===== src/rtl/mem_port_arbiter_pkg.sv =====
// Shared types and constants for the memory port arbiter: FSM states,
// bus size codes and the latched request record.
package mem_port_arbiter_pkg;

  localparam int REQ_ADDR_W = 64;
  localparam int REQ_DATA_W = 64;
  localparam int REQ_STRB_W = REQ_DATA_W / 8;

  // Size codes follow the common msize encoding (log2 of the byte count)
  localparam logic [2:0] MSIZE1 = 3'b000;
  localparam logic [2:0] MSIZE2 = 3'b001;
  localparam logic [2:0] MSIZE4 = 3'b010;
  localparam logic [2:0] MSIZE8 = 3'b011;

  typedef enum logic [1:0] {
    IDLE   = 2'd0,
    BUSY_I = 2'd1,
    BUSY_D = 2'd2,
    DONE   = 2'd3
  } arb_state_e;

  typedef struct packed {
    logic                  valid;
    logic [REQ_ADDR_W-1:0] addr;
    logic [2:0]            size;
    logic [REQ_STRB_W-1:0] strobe;
    logic [REQ_DATA_W-1:0] data;
  } mem_req_t;

  // Fetch returns a 32-bit word picked out of the 64-bit beat by address bit 2
  function automatic logic [31:0] select_word(input logic [REQ_DATA_W-1:0] rdata,
                                              input logic                  upper);
    select_word = upper ? rdata[63:32] : rdata[31:0];
  endfunction

endpackage


===== src/rtl/mem_port_arbiter_if.sv =====
// Requester and shared-bus signals of the memory port arbiter.
// The arbiter uses the slave view; core and bus bridge use the master view.
interface mem_port_arbiter_if #(
  parameter int ADDR_W = 64,
  parameter int DATA_W = 64
);

  localparam int STRB_W = DATA_W / 8;

  logic              i_valid;
  logic [ADDR_W-1:0] i_addr;
  logic              i_data_ok;
  logic [31:0]       i_rdata;

  logic              d_valid;
  logic [ADDR_W-1:0] d_addr;
  logic [2:0]        d_size;
  logic [STRB_W-1:0] d_strobe;
  logic [DATA_W-1:0] d_wdata;
  logic              d_data_ok;
  logic [DATA_W-1:0] d_rdata;

  logic              m_valid;
  logic [ADDR_W-1:0] m_addr;
  logic [2:0]        m_size;
  logic [STRB_W-1:0] m_strobe;
  logic [DATA_W-1:0] m_wdata;
  logic              m_data_ok;
  logic [DATA_W-1:0] m_rdata;

  logic              grant_is_d;

  modport slave (
    input  i_valid, i_addr,
    output i_data_ok, i_rdata,
    input  d_valid, d_addr, d_size, d_strobe, d_wdata,
    output d_data_ok, d_rdata,
    output m_valid, m_addr, m_size, m_strobe, m_wdata,
    input  m_data_ok, m_rdata,
    output grant_is_d
  );

  modport master (
    output i_valid, i_addr,
    input  i_data_ok, i_rdata,
    output d_valid, d_addr, d_size, d_strobe, d_wdata,
    input  d_data_ok, d_rdata,
    input  m_valid, m_addr, m_size, m_strobe, m_wdata,
    output m_data_ok, m_rdata,
    input  grant_is_d
  );

endinterface


===== src/rtl/mem_port_arbiter_starve_ctr.sv =====
// Saturating count of consecutive data grants won while fetch was waiting.
module arb_starve_ctr #(
  parameter int MAX   = 4,
  parameter int CNT_W = $clog2(MAX + 1)
) (
  input  logic             clk,
  input  logic             reset,
  input  logic             inc,
  input  logic             clr,
  output logic [CNT_W-1:0] cnt,
  output logic             sat
);

  assign sat = (cnt == CNT_W'(MAX));

  // Clear wins over increment; the count never passes MAX
  always_ff @(posedge clk or negedge reset) begin
    if (!reset) begin
      cnt <= '0;
    end else if (clr) begin
      cnt <= '0;
    end else if (inc && !sat) begin
      cnt <= cnt + 1'b1;
    end
  end

endmodule


===== src/rtl/mem_port_arbiter.sv =====
// Arbitrates the shared memory bus between fetch and data requesters, latching
// the winning request for the life of its transaction.
module mem_port_arbiter
  import mem_port_arbiter_pkg::*;
#(
  parameter int ADDR_W    = 64,
  parameter int DATA_W    = 64,
  parameter int MAX_DWINS = 4
) (
  input  logic               clk,
  input  logic               reset,
  mem_port_arbiter_if.slave  bus
);

  localparam int CNT_W = $clog2(MAX_DWINS + 1);

  arb_state_e        state_q;
  arb_state_e        state_d;
  mem_req_t          req_q;
  mem_req_t          req_d;
  logic              grant_i;
  logic              grant_d;
  logic              busy;
  logic              starve_inc;
  logic              starve_clr;
  logic              starve_sat;
  logic [CNT_W-1:0]  starve_cnt;
  logic              i_ok_q;
  logic              d_ok_q;
  logic [31:0]       i_rdata_q;
  logic [DATA_W-1:0] d_rdata_q;
  logic              grant_is_d_q;

  assign busy = (state_q == BUSY_I) || (state_q == BUSY_D);

  always_ff @(posedge clk or negedge reset) begin
    if (!reset) begin
      state_q <= IDLE;
    end else begin
      state_q <= state_d;
    end
  end

  // Data wins a tie unless fetch has already lost MAX_DWINS in a row
  always_comb begin
    state_d = state_q;
    grant_i = 1'b0;
    grant_d = 1'b0;
    unique case (state_q)
      IDLE: begin
        if (bus.d_valid && (!bus.i_valid || !starve_sat)) begin
          grant_d = 1'b1;
          state_d = BUSY_D;
        end else if (bus.i_valid) begin
          grant_i = 1'b1;
          state_d = BUSY_I;
        end
      end
      BUSY_I, BUSY_D: begin
        if (bus.m_data_ok) begin
          state_d = DONE;
        end
      end
      DONE: state_d = IDLE;
      default: state_d = IDLE;
    endcase
  end

  always_comb begin
    req_d = req_q;
    if (grant_d) begin
      req_d.valid  = 1'b1;
      req_d.addr   = REQ_ADDR_W'(bus.d_addr);
      req_d.size   = bus.d_size;
      req_d.strobe = REQ_STRB_W'(bus.d_strobe);
      req_d.data   = REQ_DATA_W'(bus.d_wdata);
    end else if (grant_i) begin
      req_d.valid  = 1'b1;
      req_d.addr   = REQ_ADDR_W'(bus.i_addr);
      req_d.size   = MSIZE4;
      req_d.strobe = '0;
      req_d.data   = '0;
    end else if (busy && bus.m_data_ok) begin
      req_d.valid  = 1'b0;
    end
  end

  always_ff @(posedge clk or negedge reset) begin
    if (!reset) begin
      req_q <= '0;
    end else begin
      req_q <= req_d;
    end
  end

  // Completion pulses last exactly the DONE cycle; read data holds until the next one
  always_ff @(posedge clk or negedge reset) begin
    if (!reset) begin
      i_ok_q       <= 1'b0;
      d_ok_q       <= 1'b0;
      i_rdata_q    <= '0;
      d_rdata_q    <= '0;
      grant_is_d_q <= 1'b0;
    end else begin
      i_ok_q <= (state_q == BUSY_I) && bus.m_data_ok;
      d_ok_q <= (state_q == BUSY_D) && bus.m_data_ok;
      if ((state_q == BUSY_I) && bus.m_data_ok) begin
        i_rdata_q <= select_word(REQ_DATA_W'(bus.m_rdata), req_q.addr[2]);
      end
      if ((state_q == BUSY_D) && bus.m_data_ok) begin
        d_rdata_q <= bus.m_rdata;
      end
      if (grant_i || grant_d) begin
        grant_is_d_q <= grant_d;
      end
    end
  end

  assign starve_inc = grant_d && bus.i_valid;
  assign starve_clr = grant_i || (grant_d && !bus.i_valid);

  arb_starve_ctr #(
    .MAX   (MAX_DWINS),
    .CNT_W (CNT_W)
  ) u_starve (
    .clk   (clk),
    .reset (reset),
    .inc   (starve_inc),
    .clr   (starve_clr),
    .cnt   (starve_cnt),
    .sat   (starve_sat)
  );

  assign bus.m_valid    = req_q.valid;
  assign bus.m_addr     = req_q.addr[ADDR_W-1:0];
  assign bus.m_size     = req_q.size;
  assign bus.m_strobe   = req_q.strobe[DATA_W/8-1:0];
  assign bus.m_wdata    = req_q.data[DATA_W-1:0];
  assign bus.i_data_ok  = i_ok_q;
  assign bus.i_rdata    = i_rdata_q;
  assign bus.d_data_ok  = d_ok_q;
  assign bus.d_rdata    = d_rdata_q;
  assign bus.grant_is_d = grant_is_d_q;

  // A completion outside a granted transaction is a downstream protocol error
  a_no_stray_ok: assert property (@(posedge clk) disable iff (!reset)
    bus.m_data_ok |-> busy)
    else $warning("m_data_ok received with no transaction in flight");

  a_latch_stable: assert property (@(posedge clk) disable iff (!reset)
    (busy && !bus.m_data_ok) |=> (busy && $stable(req_q)))
    else $error("granted request changed while in flight");

  a_single_ok: assert property (@(posedge clk) disable iff (!reset)
    !(i_ok_q && d_ok_q) && (starve_cnt <= CNT_W'(MAX_DWINS)))
    else $error("both completions pulsed or starvation count overflowed");

endmodule


===== src/flat_wrapper.sv =====
// flat-port wrapper written by rule: the top's interface ports become plain ports
module mem_port_arbiter_flat import mem_port_arbiter_pkg::*;
#(
  parameter int ADDR_W    = 64,
  parameter int DATA_W    = 64,
  parameter int MAX_DWINS = 4
)
  (clk, reset, bus_i_valid, bus_i_addr, bus_i_data_ok, bus_i_rdata, bus_d_valid, bus_d_addr, bus_d_size, bus_d_strobe, bus_d_wdata, bus_d_data_ok, bus_d_rdata, bus_m_valid, bus_m_addr, bus_m_size, bus_m_strobe, bus_m_wdata, bus_m_data_ok, bus_m_rdata, bus_grant_is_d);
  mem_port_arbiter_if #(.ADDR_W(ADDR_W), .DATA_W(DATA_W)) bus_i ();
  input  logic clk;
  input  logic reset;
  input wire logic [$bits(bus_i.i_valid)-1:0] bus_i_valid;
  input wire logic [$bits(bus_i.i_addr)-1:0] bus_i_addr;
  output wire logic [$bits(bus_i.i_data_ok)-1:0] bus_i_data_ok;
  output wire logic [$bits(bus_i.i_rdata)-1:0] bus_i_rdata;
  input wire logic [$bits(bus_i.d_valid)-1:0] bus_d_valid;
  input wire logic [$bits(bus_i.d_addr)-1:0] bus_d_addr;
  input wire logic [$bits(bus_i.d_size)-1:0] bus_d_size;
  input wire logic [$bits(bus_i.d_strobe)-1:0] bus_d_strobe;
  input wire logic [$bits(bus_i.d_wdata)-1:0] bus_d_wdata;
  output wire logic [$bits(bus_i.d_data_ok)-1:0] bus_d_data_ok;
  output wire logic [$bits(bus_i.d_rdata)-1:0] bus_d_rdata;
  output wire logic [$bits(bus_i.m_valid)-1:0] bus_m_valid;
  output wire logic [$bits(bus_i.m_addr)-1:0] bus_m_addr;
  output wire logic [$bits(bus_i.m_size)-1:0] bus_m_size;
  output wire logic [$bits(bus_i.m_strobe)-1:0] bus_m_strobe;
  output wire logic [$bits(bus_i.m_wdata)-1:0] bus_m_wdata;
  input wire logic [$bits(bus_i.m_data_ok)-1:0] bus_m_data_ok;
  input wire logic [$bits(bus_i.m_rdata)-1:0] bus_m_rdata;
  output wire logic [$bits(bus_i.grant_is_d)-1:0] bus_grant_is_d;
  assign bus_i.i_valid = bus_i_valid;
  assign bus_i.i_addr = bus_i_addr;
  assign bus_i_data_ok = bus_i.i_data_ok;
  assign bus_i_rdata = bus_i.i_rdata;
  assign bus_i.d_valid = bus_d_valid;
  assign bus_i.d_addr = bus_d_addr;
  assign bus_i.d_size = bus_d_size;
  assign bus_i.d_strobe = bus_d_strobe;
  assign bus_i.d_wdata = bus_d_wdata;
  assign bus_d_data_ok = bus_i.d_data_ok;
  assign bus_d_rdata = bus_i.d_rdata;
  assign bus_m_valid = bus_i.m_valid;
  assign bus_m_addr = bus_i.m_addr;
  assign bus_m_size = bus_i.m_size;
  assign bus_m_strobe = bus_i.m_strobe;
  assign bus_m_wdata = bus_i.m_wdata;
  assign bus_i.m_data_ok = bus_m_data_ok;
  assign bus_i.m_rdata = bus_m_rdata;
  assign bus_grant_is_d = bus_i.grant_is_d;
  mem_port_arbiter #(.ADDR_W(ADDR_W), .DATA_W(DATA_W), .MAX_DWINS(MAX_DWINS)) u_core (.clk(clk), .reset(reset), .bus(bus_i));
endmodule

===== config.mk =====
export PLATFORM = sky130hd
export DESIGN_NAME = mem_port_arbiter_flat
export DESIGN_NICKNAME = d
export VERILOG_FILES = /design/src/rtl/mem_port_arbiter_pkg.sv /design/src/rtl/mem_port_arbiter_if.sv /design/src/rtl/mem_port_arbiter_starve_ctr.sv /design/src/rtl/mem_port_arbiter.sv /design/src/flat_wrapper.sv
export SDC_FILE = /design/constraint.sdc
export NUM_CORES = 1
export LEC_CHECK = 0
export CAP_MARGIN = 20
export CORE_AREA = 4 4 194 196
export DETAILED_ROUTE_END_ITERATION = 12
export DIE_AREA = 0 0 198 200
export GPL_TIMING_DRIVEN = 0
export PLACE_DENSITY = 0.68
export SYNTH_ARGS = -nofsm -noshare
export SYNTH_HDL_FRONTEND = slang
export SYNTH_HIERARCHICAL = 1
export SYNTH_SLANG_ARGS = --single-unit

===== constraint.sdc =====
create_clock -name clk -period 2.39 [get_ports clk]
set_input_delay 0.478 -clock clk [delete_from_list [all_inputs] [get_ports clk]]
set_output_delay 0.478 -clock clk [all_outputs]
set_load 0.03 [all_outputs]

==> metrics <==
share of post-route cells with drive strength above 1 12.06%; Root Driver clkbuf_16; final design area excluding fillers ~0.017 mm^2; vias in the first global route around 9400; Buffers on Ports 509; worst hold path class primary input to flop; clk_lat worst skew approximately 0.55 ns; TritonCTS Buffers 28; initial antenna violation count 1; clock-pin transition on the worst setup and hold timing paths about 0.06 ns; Die Span X 198 um; Tightest Pin Transition about 0.69 ns; minimum hold slack between 0.2 and 0.3 ns; routed length per instance ~20 um; final setup violation count 0; CP Cell Sequence inv_1 > ha_1 > and2_1 > a21boi_4 > buf_6 > buf_4 > and3_1 > a21boi_2 > mux2_4; first-pass GRT wire length 56540 um; Pwr per Cell Area about 1500 mW/mm^2; Std-Cell Rows 70; DRC 0; Post-Syn Nets 1130; CTS tree yes; Warnings, synthesis 6; peak supply drop 0.8769 mV; Die Y about 200 um; GPL Wtd Cong 0.8606; depth of the CTS H-tree 1; top post-synthesis cells by area dfrtp_1, a21oi_1, mux2_2; Final Hold Vio Count 0; Synth top area share between 60 and 70%; Area after DPL around 0.016 mm^2; DIE AREA between 0.03 and 0.04 mm^2; min Tclk post-route approximately 2.3 ns; ANT cells 0; Final nets approximately 1700; worst clock skew around 0.019 ns; slowest cell on the critical path dfrtp_1; Final Cycle Share between 90% and 100%; Worst Setup Start Kind flop; synthesized cell area 0.009987 mm^2; Slew headroom between 50 and 60%; sequential-to-total area share from yosys stat between 60% and 70%; global route overflow 0; # IOs around 510; status finished clean; layout overhead on the synthesized area 68.64%; CP max stage delay roughly 0.39 ns; Core Footprint about 0.036 mm^2; post-synthesis cell count 853; GRT Util Overall roughly 18%; Yosys reg bits ~240; Final HPWL DP 29620 um; ANT nets after route 0; Peak Freq 441.5 MHz; fin. max-slew vios 0; crit path kind flop to flop; Vias/cell ~4.8; Starting Density between 20 and 30%; Critical Path RT approximately 2.8 ns; Unique masters post-synth 33; Num Clock Sinks ~240; P_leak around 7.1 nW; Max-Cap Viols 0; fillers about 3400; post-synth top area cell dfrtp_1; Syn Area/Cell roughly 12 um^2; Post-Route WL ~39000 um; RSZ-0062 raised after global routing yes; pin count of the biggest net entering global routing around 120; DR pass1 iterations 5; Iter 0 DRT Violations 386; Longest Clk Path Bufs 3; crit-path max FO 10; crit path DAT 2.68 ns; crit end category flop; DR vias around 9100; fin util 46.67%
==> cells in the mapped netlist <==
library cell / count
o21a_1: 1
nand2_1: 8
a31oi_1: 1
inv_2: 1
mux2_4: 1
inv_1: 6
nand2b_1: 2
buf_6: 6
a21oi_1: 163
ha_1: 5
o21ai_2: 1
o22a_1: 2
dfrtp_1: 244
a22o_1: 74
buf_2: 33
clkbuf_4: 1
a21boi_2: 2
nor2b_1: 2
buf_4: 8
nor3_1: 1
nor2_1: 99
buf_1: 2
a21boi_0: 1
clkbuf_1: 21
mux2i_1: 33
and3_1: 1
o21ai_0: 64
and4b_1: 1
mux2_2: 64
a2bb2oi_1: 1
and2_1: 2
nor2_2: 1
a21bo_2: 1
==> logic make-up after synthesis <==
logic type      after synthesis  share of synthesized area (%)
fa+ha+maj                     5                         0.6264
simple gates                117                          4.673
mux                          98                          10.67
flops                       244                          61.14
compound gates              311                          18.75
buf+inv                      78                          4.134
==> layout by cell type, fill, tap and decap left out, drive strengths merged <==
cell and count:
a21bo 1, a21boi 3, a21oi 163, a22o 74, a2bb2oi 1, a31oi 1, and2 2, and3 1
and4b 1, buf 53, bufinv 8, clkbuf 61, clkdlybuf4s50 508, clkinv 3, clkinvlp 1, dfrtp 244
dlygate4sd3 1, ha 5, inv 8, mux2 65, mux2i 33, nand2 8, nand2b 2, nor2 100
nor2b 2, nor3 1, o21a 1, o21ai 65, o22a 2
==> per-stage QoR <==
stage | setup TNS, ns | setup slack, ns | instances | total power, W
detailed placement | -0.8435 | -0.3736 | 1832 | 0.02046
global placement | -2419.28 | -9.945 | 1830 | 0.02029
global route | -0.04013 | -0.04013 | 1886 | 0.02661
CTS | 0 | 0.1158 | 1886 | 0.02562
floorplan | 0 | 0.2880 | 853 | 0.01449
finish | 0 | 0.1250 | 1886 | 0.02538
==> worst max-delay path: cells and delay by family (launching register included) <==
kind,cells,cell delay (ns)
flops,1,0.39
simple gates,2,0.41
buf+inv,3,0.42
mux,1,0.31
compound gates,2,0.40
fa+ha+maj,1,0.23
==> path summary, 6_finish.rpt <==
kind                                                    start                                 end  slack [ns]  depth (start not counted)
min                                               bus_i_valid   u_core/bus.grant_is_d$_DFFE_PN0P_        0.29                          4
min in group asynchronous                               reset   u_core/bus.m_addr[60]$_DFFE_PN0P_        0.35                          2
max                        u_core/u_starve/cnt[0]$_DFFE_PN0P_  u_core/u_starve/cnt[0]$_DFFE_PN0P_        0.13                          9
max in group asynchronous                               reset  u_core/bus.m_strobe[6]$_DFFE_PN0P_        1.14                          3
max reg2reg                u_core/u_starve/cnt[0]$_DFFE_PN0P_  u_core/u_starve/cnt[0]$_DFFE_PN0P_        0.13                          9
min reg2reg                 u_core/bus.grant_is_d$_DFFE_PN0P_   u_core/bus.grant_is_d$_DFFE_PN0P_        0.48                          2
==> area by class of cell <==
class / count / area [um^2] / area share [%]
multi-input cells: 531 / 3476 / 20.64
well taps: 468 / 585.6 / 3.477
clock buffers: 39 / 813.3 / 4.829
repair buffers: 513 / 5172 / 30.71
plain buffers: 71 / 391.6 / 2.325
flip-flops and latches: 244 / 6106 / 36.25
clock inverters: 13 / 271.5 / 1.612
inverters: 7 / 26.28 / 0.1560
==> report_power, final <==
group | leakage, nW | internal [W] | switching, W
registers | 2.87 | 0.00607 | 0.00106
logic | 3.74 | 0.00559 | 0.00767
clock network | 0.529 | 0.00323 | 0.00176
total | 7.14 | 0.0149 | 0.0105
==> flip-flops by register name, indices dropped and copies added, names as in the netlist <==
signal	cells
u_core/u_starve/cnt	3
u_core/bus.d_data_ok	1
u_core/bus.m_size	3
u_core/bus.i_rdata	32
u_core/bus.m_valid	1
u_core/bus.d_rdata	64
u_core/state_q	2
u_core/bus.grant_is_d	1
u_core/bus.m_strobe	8
u_core/bus.m_addr	64
u_core/bus.m_wdata	64
u_core/bus.i_data_ok	1
==> per-layer routing <==
metal	wire length, um	vias to the layer above	global-route usage [%]
li1	-	4123	-
met1	14620	4446	21.75
met2	19190	414	31.45
met3	3378	75	4.767
met4	1416	2	6.886
met5	13	-	0
==> what timing repair did <==
item	CTS	global route
gates cloned	0	0
hold buffers	1	0
pin swaps	1	0
setup buffers	1	0
endpoints found under the hold margin	15	0
setup endpoints to repair	2	2
gates resized for setup	2	2
Power figures use the tool's default switching activity.
